===== src/rtl/exc_ctrl.sv =====
// exc_ctrl -- exception / interrupt redirect controller for the 5-stage pipeline.
//
// Detects an undefined opcode in ID (illop) or a pending interrupt. It waits
// until the ID-stage instruction is neither stalled nor an uncommitted
// branch/jump. It then spends exactly one cycle in REDIRECT, where it:
//   - overrides the PC select,
//   - flushes IF/ID and ID/EX,
//   - writes the return address into $26.
// It stays in KERNEL until the fetch PC leaves kernel space again.
//
// Ports:
//   clk        system clock, rising edge
//   reset      asynchronous, active-low reset
//   pc_if      current fetch PC, bit 31 = kernel-mode flag
//   id_pc      PC of the instruction in ID
//   irq_req    level interrupt request
//   illop      ID instruction has an undefined opcode
//   id_is_bj   ID instruction is a branch/jump (target not yet committed)
//   stall      pipeline hold (load-use hazard)
//   exc_pcsrc  PC select override: 000 none, 100 ILLOP vector, 101 XADR vector
//   exc_flush  flush IF/ID and ID/EX
//   epc        return address for $26
//   epc_we     write enable for $26
//   irq_ack    one-cycle acknowledge to the interrupt source
//   kernel     controller is in REDIRECT or KERNEL
//   exc_count  saturating count of exceptions taken

module exc_ctrl (
  input  logic        clk,
  input  logic        reset,
  input  logic [31:0] pc_if,
  input  logic [31:0] id_pc,
  input  logic        irq_req,
  input  logic        illop,
  input  logic        id_is_bj,
  input  logic        stall,
  output logic [2:0]  exc_pcsrc,
  output logic        exc_flush,
  output logic [31:0] epc,
  output logic        epc_we,
  output logic        irq_ack,
  output logic        kernel,
  output logic [7:0]  exc_count
);

  localparam logic [1:0] ST_IDLE     = 2'd0;
  localparam logic [1:0] ST_WAIT     = 2'd1;
  localparam logic [1:0] ST_REDIRECT = 2'd2;
  localparam logic [1:0] ST_KERNEL   = 2'd3;

  logic [1:0]  state;
  logic [1:0]  state_next;
  logic        pending;
  logic        cause_irq;
  logic        irq_eligible;
  logic        event_eligible;
  logic        blocked;
  logic        enter_redirect;
  logic [31:0] illop_pc;

  // A request sampled on this very edge counts too. Without that, an IRQ would
  // not reach REDIRECT in the cycle right after it is first seen.
  assign irq_eligible   = (pending | irq_req) & ~pc_if[31];
  assign event_eligible = illop | irq_eligible;
  assign blocked        = stall | id_is_bj;
  assign illop_pc       = id_pc + 32'd4;

  always_comb begin
    state_next = state;
    case (state)
      ST_IDLE: begin
        if (event_eligible) begin
          state_next = blocked ? ST_WAIT : ST_REDIRECT;
        end
      end
      ST_WAIT: begin
        if (!blocked) begin
          state_next = ST_REDIRECT;
        end
      end
      ST_REDIRECT: state_next = ST_KERNEL;
      ST_KERNEL: begin
        if (!pc_if[31]) begin
          state_next = ST_IDLE;
        end
      end
      default: state_next = ST_IDLE;
    endcase
  end

  assign enter_redirect = (state_next == ST_REDIRECT) && (state != ST_REDIRECT);

  always_ff @(posedge clk or negedge reset) begin
    if (!reset) begin
      state     <= ST_IDLE;
      pending   <= 1'b0;
      cause_irq <= 1'b0;
      epc       <= 32'd0;
      exc_count <= 8'd0;
    end else begin
      state <= state_next;

      // The acknowledge clears the latch. This takes priority over a set,
      // because the source still holds irq_req on the edge where it sees
      // irq_ack.
      if (state == ST_REDIRECT && cause_irq) begin
        pending <= 1'b0;
      end else if (irq_req) begin
        pending <= 1'b1;
      end

      // illop wins the cause. A simultaneous interrupt stays in the latch.
      if (enter_redirect) begin
        cause_irq <= ~illop;
        epc       <= illop ? {1'b0, illop_pc[30:0]} : {1'b0, id_pc[30:0]};
        if (exc_count != 8'hFF) begin
          exc_count <= exc_count + 8'd1;
        end
      end
    end
  end

  // Outputs decode straight from the state flops. A reset therefore clears
  // them at once, even in the middle of REDIRECT.
  assign exc_pcsrc = (state == ST_REDIRECT) ? {2'b10, cause_irq} : 3'b000;
  assign exc_flush = (state == ST_REDIRECT);
  assign epc_we    = (state == ST_REDIRECT);
  assign irq_ack   = (state == ST_REDIRECT) && cause_irq;
  assign kernel    = (state == ST_REDIRECT) || (state == ST_KERNEL);

endmodule


===== config.mk =====
export PLATFORM = sky130hd
export DESIGN_NAME = exc_ctrl
export DESIGN_NICKNAME = d
export VERILOG_FILES = /design/src/rtl/exc_ctrl.sv
export SDC_FILE = /design/constraint.sdc
export NUM_CORES = 1
export LEC_CHECK = 0
export CORE_MARGIN = 2
export CORE_UTILIZATION = 35
export CTS_BUF_LIST = sky130_fd_sc_hd__clkbuf_8 sky130_fd_sc_hd__clkbuf_16
export CTS_CLUSTER_SIZE = 16
export DETAILED_ROUTE_END_ITERATION = 8
export PLACE_DENSITY = 0.8
export SYNTH_ARGS = -nofsm -noshare
export SYNTH_HDL_FRONTEND = slang
export SYNTH_SLANG_ARGS = --single-unit

===== constraint.sdc =====
create_clock -name clk -period 4.5 [get_ports clk]
set_input_delay 0.9 -clock clk [delete_from_list [all_inputs] [get_ports clk]]
set_output_delay 0.9 -clock clk [all_outputs]
set_load 0.02 [all_outputs]

# Yosys cells after proc, flatten, opt, wreduce, memory -nomap -nowiden
# Cells that the tools add are included.
word_totals:
  reg_bits: 44
  latch_bits: 0
  mem_bits_rw: 0
  mem_bits_ro: 0
  in_bits: 70
  output_inout_bits: 47
  memories: 0
classes:
  n_addsub: 2
  mul: 0
  n_div: 0
  order_cmp: 0
  n_eq_ne: 6
  shifts: 0
  mux: 9
  n_bitwise: 6
  n_reduce_logical: 6
ops:
  columns: ["operator", "count"]
  rows:
  - ["31-bit by 3-bit adder with 31-bit output (second input constant)", 1]
  - ["31-bit 2-to-1 mux", 1]
  - ["8-bit by 1-bit adder with 8-bit output (second input constant)", 1]
  - ["2-bit 2-to-1 mux", 4]
  - ["8-bit != test (second input constant)", 1]
  - ["2-bit case mux with 4 select lines", 1]
  - ["2-bit equality test (second input constant)", 3]
  - ["3-bit 2-to-1 mux", 1]
  - ["1-bit bitwise OR", 3]
  - ["2-bit by 1-bit equality test with 1-bit output (second input constant)", 1]
  - ["1-bit logical AND", 2]
  - ["2-bit zero test", 1]
  - ["1-bit 2-to-1 mux", 2]
  - ["2-bit != test (second input constant)", 1]
  - ["1-bit inverter", 2]
  - ["2-bit AND reduction", 1]
  - ["2-bit nonzero test", 1]
  - ["1-bit bitwise AND", 1]
  - ["1-bit logical OR", 1]

# Longest topological paths before layout
# Gate-level depths: netlist (run 1).
depth:
  depth_word: 8
  depth_mapped: 6

# Least setup slack after synthesis (run 1)
# No wires, ideal clock.
synth_timing:
  path_kind: "input to register"
  startpoint: "input id_pc[2]"
  endpoint: "register epc[26]"
  setup_ns: 0.082
  arrival_ns: 2.285
  t_required_ns: 4.418
  path_slack_ns: 2.133
  stages: 5
  n_path_buf: 0
  cell_sequence: "ha_1 > nand4_1 > or3_1 > or4_1 > a31oi_1"
synth_via:
  elab_chain_len: 2
synth_rtl:
  columns: ["element", "line", "rtl"]
  rows:
  - ["start: declaration", "32", "input logic [31:0] id_pc,"]
  - ["31-bit by 3-bit adder with 31-bit output", "66", "assign illop_pc = id_pc + 32'd4;"]
  - ["31-bit 2-to-1 mux", "115", "epc <= illop ? {1'b0, illop_pc[30:0]} : {1'b0, id_pc[30:0]};"]
  - ["end signal: assignment", "115", null]
  - ["end: declaration", "39", "output logic [31:0] epc,"]
# Every way passes these cells.
# A chain may end at the register's enable or synchronous reset.

# Worst setup path after layout (run 1)
# Ends and elaborated chain as after synthesis.

==> impl_results.md, run 1 <==
* Status: finished with violations
* Failing checks: DRC
* Row count at 29
* Drt pass-1 iters at 6
* P per Cell Area at 566 nW/um^2
* Setup slack, reg-to-reg at 2.52 ns
* Global-route usage over all layers at 16.7%
* Port-buffer cells at 82
* Hold path start: epc[0]$_DFFE_PN0P_
* Antenna violations before repair at 0
* Routed len/inst at 14.3 um
* Synthesized flop and latch total at 43
* Reg-to-Reg End: epc[8]$_DFFE_PN0P_
* Post-CTS resize count at 0
* Period utilization at roughly 64%
* Final Critical Period at 2.89 ns
* Synthesized cell area at between 2000 and 2500 um^2
* Hold Violations, Final at 0
* Post-synthesis compound-gate area fraction at 13.1%
* Setup violators final at 0
* Avg Synthesized Cell Area at ~9.0 um^2
* # DRC at 5
* Clk_skew at 0.00340 ns
* Die Area at approximately 7400 um^2
* Number of global-route vias before repair at roughly 2,000
* Hpwl dp at 4450 um
* Mux cell area share after synthesis at less than 1%
* Overflow after GRT at 0
* Crit path max fanout at 5
* Slew @ Worst Pin at ~0.97 ns
* Final cell count without fillers at 414
* Static Leak at 1.27 nW
* Dpl cells at 406
* Distinct cells, synth at 38
* Max-slew violations at 0
* Worst Path Required at 4.72 ns
* IO Count at ~120
* Root Buffer: clkbuf_8
* Met2 Routed Length at between 2000 and 3000 um
* Startpoint Class: input port
* Antenna cell count at 0
* Clock Path Buffers at 2
* CTS tree: yes
* Cell count after synthesis at approximately 260
* Most frequent cells in the layout: clkdlybuf4s50_1 (81), dfrtp_1 (43), nand2_1 (37), o21ai_0 (19), nor2_1 (19)
* Overall Power at 0.00189 W
* Post-route antenna net violation count at 0
* Worst Hold End: epc[0]$_DFFE_PN0P_
* Fraction of layout cells with a size suffix above 1 at 5.04%
* Post-CTS setup buffers at 0
* Final design utilization at 51.9%
* Type of the worst setup path: in2reg
* Final wirelength at 5940 um
* Async S/R FF share, synth at 100%
* Die Ht at 85.8 um
* Post-Synth XOR/XNOR Area at 7.85%
* RSZ-0062 raised after global routing: false
* Max_slew headroom at 35.2%
* Largest family of logic cells by synthesized area: simple AND/OR/NAND/NOR gates
* Vias per inst at 5.19
* Critical Path Sink Type: flop
* Die width at 85.8 um
* M1 WL at 2760 um
* Vias at 2,150
* Yosys warns at 0
* Min-Delay Path Depth at 2
* First-pass GRT wire length at between 9000 and 10,000 um
* Post-synth top flop: dfrtp_1
* Clk slew on worst S/H paths at 0.08 ns
* Final TNS setup at 0 ns
* Fmax at 346 MHz
* Routed wire length on met3 at 299 um
* Maximum vdd drop at 0.213 mV
* Hold_buf cts at 0
* Top layer in use: met4
* R2R cell count at 4
* Htree depth at 2
* Area delta synth->final at 42.2%
* Largest net degree at the start of global routing at 44
* TritonCTS buffer count at 5
* EDFF count, synth at 0
* Max Cap Viol at 0
* Leading cell type in the layout, fill and taps excluded: clkdlybuf4s50_1
* Clock sinks at 43
* Starting Density at 36.5%
* Core Region at approximately 6400 um^2
* Clock insertion delay at the later pin of the skew report at about 0.29 ns
* Reg2reg start: pending$_DFFE_PN0P_
* Adder-cell area share of the yosys netlist at 1.07%
* RD Place Congestion at 0.839
* Min-Delay Path Class: reg2reg
* CP arrival at between 3 and 4 ns
* Register area share after synthesis at 45.9%
* First DRT Iteration DRCs at 68
* Synth Area in Simple Gates at 27.1%
* Fin nets at 408
==> registers in the layout (all words and copies together), names as in the netlist <==
name and cells:
epc 31, exc_count 8, state 2, cause_irq 1
pending 1
==> cell families (layout without fill, tap and decap cells) <==
family	Yosys count	count (layout)
and+or+nand+nor	120	120
xor gates and xnor gates	21	21
adders and majority gates	2	2
buffers and inverters	19	96
other	1	2
AOI/OAI and AO/OA	51	51
muxes	2	2
DFF	43	43
==> per-stage QoR <==
stage               instance area, um^2  setup slack [ns]  hold slack, ns
floorplan                          2350              2.13           0.447
global placement                   3220              1.37           0.461
detailed placement                 3220              1.34           0.464
CTS                                3330              1.63           0.484
global route                       3330              1.43           0.500
finish                             3330              1.61           0.477
==> layer usage <==
| layer | track usage [%] | vias to the layer above |
|---|---|---|
| met4 | 5.48 | 0 |
| met1 | 22.1 | 997 |
| li1 | - | 1088 |
| met3 | 4.23 | 6 |
| met2 | 26.8 | 59 |
| met5 | 0 | - |
==> worst max path at each step <==
stage	depth (start not counted)	from	slack, ns	to
final	6	id_pc[2]	1.61	epc[26]$_DFFE_PN0P_
after global routing	6	id_pc[2]	1.43	epc[26]$_DFFE_PN0P_
after CTS	6	id_pc[2]	1.63	epc[26]$_DFFE_PN0P_
after detailed placement	6	id_pc[2]	1.34	epc[26]$_DFFE_PN0P_
after global placement	6	id_pc[2]	1.37	epc[26]$_DFFE_PN0P_
after floorplan	5	id_pc[2]	2.13	epc[26]$_DFFE_PN0P_
==> critical path, cell delays in order <==
cell	delay [ns]
clkdlybuf4s50_1	0.55
ha_1	0.25
nand4_1	0.20
or3_1	0.49
or4_1	0.54
a31oi_1	0.17
==> cell usage after synthesis (2+ instances only) <==
cell / instances / area share, %
buf_4: 5 / 1.6
nor3_1: 7 / 1.5
xnor2_1: 11 / 4.1
o21ai_1: 8 / 1.7
and2_1: 3 / 0.80
nand4_1: 11 / 2.9
nand3_1: 9 / 1.9
or4_1: 7 / 2.2
a21oi_1: 2 / 0.43
o31ai_1: 4 / 1.3
o31a_1: 2 / 0.75
nand2_1: 37 / 5.9
xor2_1: 10 / 3.7
and4_1: 3 / 1.1
inv_1: 3 / 0.48
dfrtp_1: 43 / 46
clkbuf_1: 10 / 1.6
nor2_1: 19 / 3.0
o21ai_0: 19 / 4.1
or3_1: 10 / 2.7
a31oi_1: 13 / 3.5
nor4_1: 6 / 1.6
ha_1: 2 / 1.1
==> cell type report <==
| cell class | count | area [um^2] |
|---|---|---|
| clock inverter | 2 | 35.0 |
| clock buffer | 6 | 82.6 |
| timing repair buffer | 85 | 838 |
| sequential | 43 | 1080 |
| tap | 77 | 96.3 |
| inverter | 3 | 11.3 |
| fill | 580 | 3090 |
| multi-input combinational | 198 | 1190 |
==> power by group <==
part	internal [W]	switching (W)
sequential	0.000559	0.000118
clock	0.000180	0.000131
combinational	0.000435	0.000464
Note: power is estimated with default switching activity, not from simulation.
==> run 2: changes to the inputs <==
==> constraint.sdc (replaced) <==
create_clock -name clk -period 2.66 [get_ports clk]
set_input_delay 0.532 -clock clk [delete_from_list [all_inputs] [get_ports clk]]
set_output_delay 0.532 -clock clk [all_outputs]
set_load 0.02 [all_outputs]
==> run 2 against run 1 <==
Compared with the run above: the run still ends with DRC left; core utilization up 1.3 points; combinational power up 72%; clock skew rose by 0.0080 ns; global-route usage rose by 0.89 points; worst setup slack worse by 1.3 ns; power grew 65%; hold slack lost 0.077 ns; critical endpoint is now exc_pcsrc[0].
==> impl_results.md, run 2 (synthesis results as in run 1) <==
* Status: finished with violations
* Failing checks: DRC
* Period utilization at about nine tenths
* CP arrival at 1.83 ns (-1.27 ns)
* Max-slew violations at 0 (unchanged)
* Hold_buf cts at 0 (unchanged)
* Core Region at 6420 um^2 (unchanged)
* First-pass GRT wire length at 10,300 um (+5.2%)
* Largest net degree at the start of global routing at 44 (unchanged)
* Critical Path Sink Type: output port
* Placed Instance Area at 3330 um^2 (+3.5%)
* Vias per inst at 5.33 (+2.7%)
* Regs by FF count: epc x31, exc_count x8, state x2
* Maximum vdd drop at 0.342 mV (+60%)
* GR peak layer: met2
* Row count at 29 (unchanged)
* Crit path max fanout at 6 (+1)
* Post-CTS resize count at 0 (unchanged)
* Area taken by multi-input logic gates at 1190 um^2 (unchanged)
* TritonCTS buffer count at 5 (unchanged)
* Met1 GRT Util at 22.8% (+0.72 points)
* Final Critical Period at 2.36 ns
* Post-CTS setup buffers at 0 (unchanged)
* Setup violators final at 0 (unchanged)
* Clock sinks at 43 (unchanged)
* Antenna cell count at 0 (unchanged)
* Root Buffer: clkbuf_8
* Starting Density at 36.5% (unchanged)
* Htree depth at 2 (unchanged)
* Fmax at about 420 MHz
* Drt pass-1 iters at 6 (unchanged)
* Clock insertion delay at the later pin of the skew report at 0.29 ns (about the same)
* RSZ-0062 raised after global routing: false
* Port-buffer cells at 82 (unchanged)
* Met3 Track Usage GR at 4.14% (-0.096 points)
* First DRT Iteration DRCs at 99 (+46%)
* Overflow after GRT at 0 (unchanged)
* CTS tree: yes
* Hpwl dp at 4800 um (+8.0%)
* Min-Delay Path Class: in2async
* Leading cell type in the layout, fill and taps excluded: clkdlybuf4s50_1
* Final wirelength at 6310 um (+6.2%)
* Top reg by flops: epc
* IO Count at 117 (unchanged)
* Clk_skew at 0.0114 ns (+0.00803 ns)
* RD Place Congestion at 0.827 (-1.4%)
* P per Cell Area at 913 nW/um^2 (+61%)
* Fraction of layout cells with a size suffix above 1 at 8.83% (+3.8 points)
* Post-route antenna net violation count at 0 (unchanged)
* Storage cell area at 1080 um^2 (unchanged)
* Max Cap Viol at 0 (unchanged)
* Reg2reg start: pending$_DFFE_PN0P_
* Filler cells at 600 (+3.4%)
* Type of the worst setup path: reg2out
* Fin nets at 423 (+3.7%)
* GR Util met2 at 29.9% (+3.1 points)
* Vias at 2,282 (+6.1%)
* R2R cell count at 4 (unchanged)
* Slew @ Worst Pin at 0.998 ns (+0.0254 ns)
* Number of flip-flops in the largest register at 31 (unchanged)
* Hold Violations, Final at 0 (unchanged)
* Static Leak at 1.32 nW (+4.5%)
* Most frequent cells in the layout: clkdlybuf4s50_1 (81), dfrtp_1 (43), nand2_1 (37), o21ai_0 (19), nor2_1 (19)
* Routed len/inst at 14.7 um (+2.8%)
* Global-route usage over all layers at 17.6% (+0.89 points)
* Antenna violations before repair at 0 (unchanged)
* Final non-filler cell area at 3420 um^2 (+2.5%)
* Area delta synth->final at 45.8%
* Clk slew on worst S/H paths at 0.08 ns (about the same)
* Die width at 85.8 um (unchanged)
* Startpoint Class: flop
* Reg-to-Reg End: exc_count[1]$_DFFE_PN0P_
* Setup slack, reg-to-reg at 0.91 ns (-1.61 ns)
* Die Ht at 85.8 um (unchanged)
* Max_slew headroom at 33.5% (-1.7 points)
* Clock Path Buffers at 2 (unchanged)
* Worst Path Required at 2.13 ns (-2.59 ns)
* Number of global-route vias before repair at 2,158 (+8.0%)
* Final TNS setup at 0 ns (unchanged)
* Die Area at 7370 um^2 (unchanged)
* # DRC at 5 (unchanged)
## run 2: final cells by class
class                           instances  area share [%]
Inverter                                3           0.330
Tap cell                               77            2.82
Multi-Input combinational cell        198            34.9
Clock inverter                          1           0.147
Clock buffer                            6            2.42
Sequential cell                        43            31.5
Timing Repair Buffer                  100            27.8
## run 2: through the flow
step,total power (W),util (%),instances,setup slack [ns],hold WS (ns)
after floorplan,0.00191,-,260,0.661,0.236
after global placement,0.00268,51.8,421,0.0523,0.465
after detailed placement,0.00273,51.8,421,0.0385,0.471
after CTS,0.00316,53.2,428,0.259,0.443
after global routing,0.00332,53.2,428,0.135,0.479
final,0.00312,53.2,428,0.299,0.399
## run 2: worst max-delay path by stage
stage | start | end | slack, ns | depth (start not counted)
2_1_floorplan | id_pc[2] | epc[26]$_DFFE_PN0P_ | 0.66 | 5
3_3_place_gp | id_pc[2] | epc[26]$_DFFE_PN0P_ | 0.05 | 6
3_5_place_dp | id_pc[2] | epc[26]$_DFFE_PN0P_ | 0.04 | 6
4_1_cts | state[1]$_DFF_PN0_ | exc_pcsrc[0] | 0.26 | 3
5_1_grt | state[1]$_DFF_PN0_ | exc_pcsrc[0] | 0.13 | 3
6_report | state[1]$_DFF_PN0_ | exc_pcsrc[0] | 0.30 | 3
## run 2: routing by layer
metal	up-vias	wire [um]
li1	1111	-
met1	1094	2850
met2	73	3110
met3	4	299
met4	0	43
met5	-	0
## run 2: worst max-delay path, cell delays in order (launching register included)
cell             delay, ns
dfrtp_1               0.46
nor2b_1               0.27
and2_1                0.20
clkdlybuf4s50_1       0.61
## run 2: power breakdown
group	internal, W	total [W]	switching (W)
Combinational	0.000753	0.00155	0.000792
Clock	0.000204	0.000421	0.000217
Sequential	0.000946	0.00115	0.000206
==> run 3: changes to the inputs <==
==> config.mk (replaced) <==
export PLATFORM = sky130hd
export DESIGN_NAME = exc_ctrl
export DESIGN_NICKNAME = d
export VERILOG_FILES = /design/src/rtl/exc_ctrl.sv
export SDC_FILE = /design/constraint.sdc
export NUM_CORES = 1
export LEC_CHECK = 0
export CORE_MARGIN = 4
export CORE_UTILIZATION = 40
export CTS_BUF_LIST = sky130_fd_sc_hd__clkbuf_8 sky130_fd_sc_hd__clkbuf_16
export CTS_CLUSTER_SIZE = 16
export DETAILED_ROUTE_END_ITERATION = 8
export PLACE_DENSITY = 0.89
export SYNTH_ARGS = -nofsm -noshare
export SYNTH_HDL_FRONTEND = slang
export SYNTH_SLANG_ARGS = --single-unit
==> run 3 against run 2 <==
Compared with the run above: the flow now finishes without violations; flip-flop and latch count stayed put; combinational power hardly changed; clock power is 11% lower; core utilization is 7.0 points higher; register-to-register slack hardly changed; hold slack worse by 0.0057 ns; first-iteration DRC count is 20% lower; global-route usage is 0.17 points higher; via count is 1.1% lower; fmax is 0.39% lower; power is 1.1% lower; clock skew is 0.0041 ns lower; critical endpoint unchanged; largest cell class unchanged; largest power group unchanged.
==> impl_results.md, run 3 (synthesis results as in run 1) <==
* Antenna cell count at 0 (unchanged)
* Max_slew headroom at 35.1% (+1.6 points)
* Clock sinks at 43 (unchanged)
* Critical Path Sink Type: output port
* Min-Delay Path Class: in2async
* CTS tree: yes
* Leading cell type in the layout, fill and taps excluded: clkdlybuf4s50_1
* Number of flip-flops in the largest register at 31 (unchanged)
* Die Area at 7150 um^2 (-3.0%)
* Met3 Track Usage GR at 4.61% (+0.47 points)
* Antenna violations before repair at 0 (unchanged)
* Die width at 84.5 um (-1.5%)
* Setup violators final at 0 (unchanged)
* Vias per inst at 5.40 (+1.3%)
* Global-route usage over all layers at 17.7% (+0.17 points)
* Fraction of layout cells with a size suffix above 1 at 7.23% (-1.6 points)
* Max Cap Viol at 0 (unchanged)
* Routed len/inst at 14.9 um (+0.90%)
* Clock insertion delay at the later pin of the skew report at 0.29 ns (about the same)
* Reg2reg start: pending$_DFFE_PN0P_
* # DRC at 0 (-5)
* Slew @ Worst Pin at 0.974 ns (-0.0234 ns)
* Final TNS setup at 0 ns (unchanged)
* Number of global-route vias before repair at 2,180 (+1.0%)
* Post-CTS resize count at 0 (unchanged)
* Filler cells at 506 (-16%)
* Clk slew on worst S/H paths at 0.07 ns (about the same)
* RSZ-0062 raised after global routing: false
* Met1 GRT Util at 22.4% (-0.41 points)
* Static Leak at 1.30 nW (-1.6%)
* Vias at 2,258 (-1.1%)
* Overflow after GRT at 0 (unchanged)
* Placed Instance Area at 3300 um^2 (-0.71%)
* Critical Path Start: state[1]$_DFF_PN0_
* Storage cell area at 1080 um^2 (unchanged)
* Type of the worst setup path: reg2out
* Regs by FF count: epc x31, exc_count x8, state x2
* Post-route antenna net violation count at 0 (unchanged)
* Final WS setup at 0.290 ns (-0.00924 ns)
* Port-buffer cells at 82 (unchanged)
* Largest net degree at the start of global routing at 44 (unchanged)
* RD Place Congestion at 0.831 (+0.47%)
* Post-Route Hold Slack at 0.394 ns (-0.00571 ns)
* Period utilization at 89.1% (+0.35 points)
* Area delta synth->final at 44.1%
* Core Region at 5610 um^2 (-13%)
* IO Count at 117 (unchanged)
* Maximum vdd drop at 0.411 mV (+20%)
* Fmax at 422 MHz (-0.39%)
* Root Buffer: clkbuf_8
* Worst Path Required at 2.13 ns (about the same)
* Final non-filler cell area at 3380 um^2 (-1.1%)
* Hpwl dp at 4780 um (-0.43%)
* Clock Path Buffers at 2 (unchanged)
* Hold_buf cts at 0 (unchanged)
* Htree depth at 2 (unchanged)
* First DRT Iteration DRCs at 79 (-20%)
* Starting Density at 41.8% (+5.3 points)
* TritonCTS buffer count at 5 (unchanged)
* Row count at 27 (-6.9%)
* GR Util met2 at 30.2% (+0.35 points)
* Startpoint Class: flop
* Crit path max fanout at 6 (unchanged)
* Place WS at 0.0218 ns (-0.0167 ns)
* Area taken by multi-input logic gates at 1190 um^2 (unchanged)
* CP arrival at 1.84 ns (about the same)
* P per Cell Area at 914 nW/um^2 (about the same)
* Fin nets at 419 (-0.95%)
* Status: finished clean
* GR peak layer: met2
* Max-slew violations at 0 (unchanged)
* Final Critical Period at 2.37 ns (+0.00924 ns)
* Most frequent cells in the layout: clkdlybuf4s50_1 (81), dfrtp_1 (43), nand2_1 (37), o21ai_0 (19), nor2_1 (19)
* Final wirelength at 6220 um (-1.5%)
* Die Ht at 84.5 um (-1.5%)
* Top reg by flops: epc
* First-pass GRT wire length at 10,400 um (+0.60%)
* Drt pass-1 iters at 4 (-2)
* Post-CTS setup buffers at 0 (unchanged)
* Hold Violations, Final at 0 (unchanged)
* Clk_skew at 0.00732 ns (-0.00411 ns)
## run 3: changes by cell type in the layout (fill, tap and decap cells not counted)
| cell | previous run | this run |
|---|---|---|
| buf_12 | 0 | 1 |
| buf_4 | 18 | 13 |
| inv_1 | 3 | 4 |
| clkbuf_8 | 6 | 5 |
| clkinv_2 | 1 | 0 |
## run 3: routing by layer
metal | vias to the layer above | routed length, um
met2 | 87 | 3060
met3 | 7 | 446
li1 | 1110 | -
met5 | - | 0
met4 | 0 | 65
met1 | 1054 | 2650
## run 3: final timing paths
kind	to	slack (ns)	depth (start not counted)
setup / recovery	exc_pcsrc[0]	0.29	3
hold / removal	exc_count[5]$_DFFE_PN0P_	0.39	1
setup reg to reg	epc[3]$_DFFE_PN0P_	0.92	4
hold reg to reg	epc[1]$_DFFE_PN0P_	0.48	2
max in group asynchronous	cause_irq$_DFFE_PN0P_	1.65	1
min in group clk	epc[1]$_DFFE_PN0P_	0.48	2
## run 3: final cells by class
type / count / share of cell area [%]
Clock buffer: 5 / 2.04
Multi-Input combinational cell: 198 / 35.3
Clock inverter: 1 / 0.111
Inverter: 3 / 0.333
Tap cell: 72 / 2.67
Timing Repair Buffer: 96 / 27.6
Sequential cell: 43 / 31.9
## run 3: where the power goes
group          total, W  leakage [nW]  switching (W)  internal, W
Clock          0.000375        0.0413       0.000204     0.000171
Combinational   0.00156         0.749       0.000801     0.000758
Sequential      0.00115         0.511       0.000204     0.000947
## run 3: critical path, cell delays in order (launching register included)
cell and delay [ns]:
dfrtp_1 0.46, nor2b_1 0.28, and2_1 0.20, clkdlybuf4s50_1 0.61
## run 3: metrics by stage
stage,power [W],utilization (%),instances
2_1_floorplan,0.00191,-,260
3_3_place_gp,0.00269,58.9,412
3_5_place_dp,0.00274,58.9,412
4_1_cts,0.00313,60.2,418
5_1_grt,0.00330,60.2,418
6_report,0.00309,60.2,418
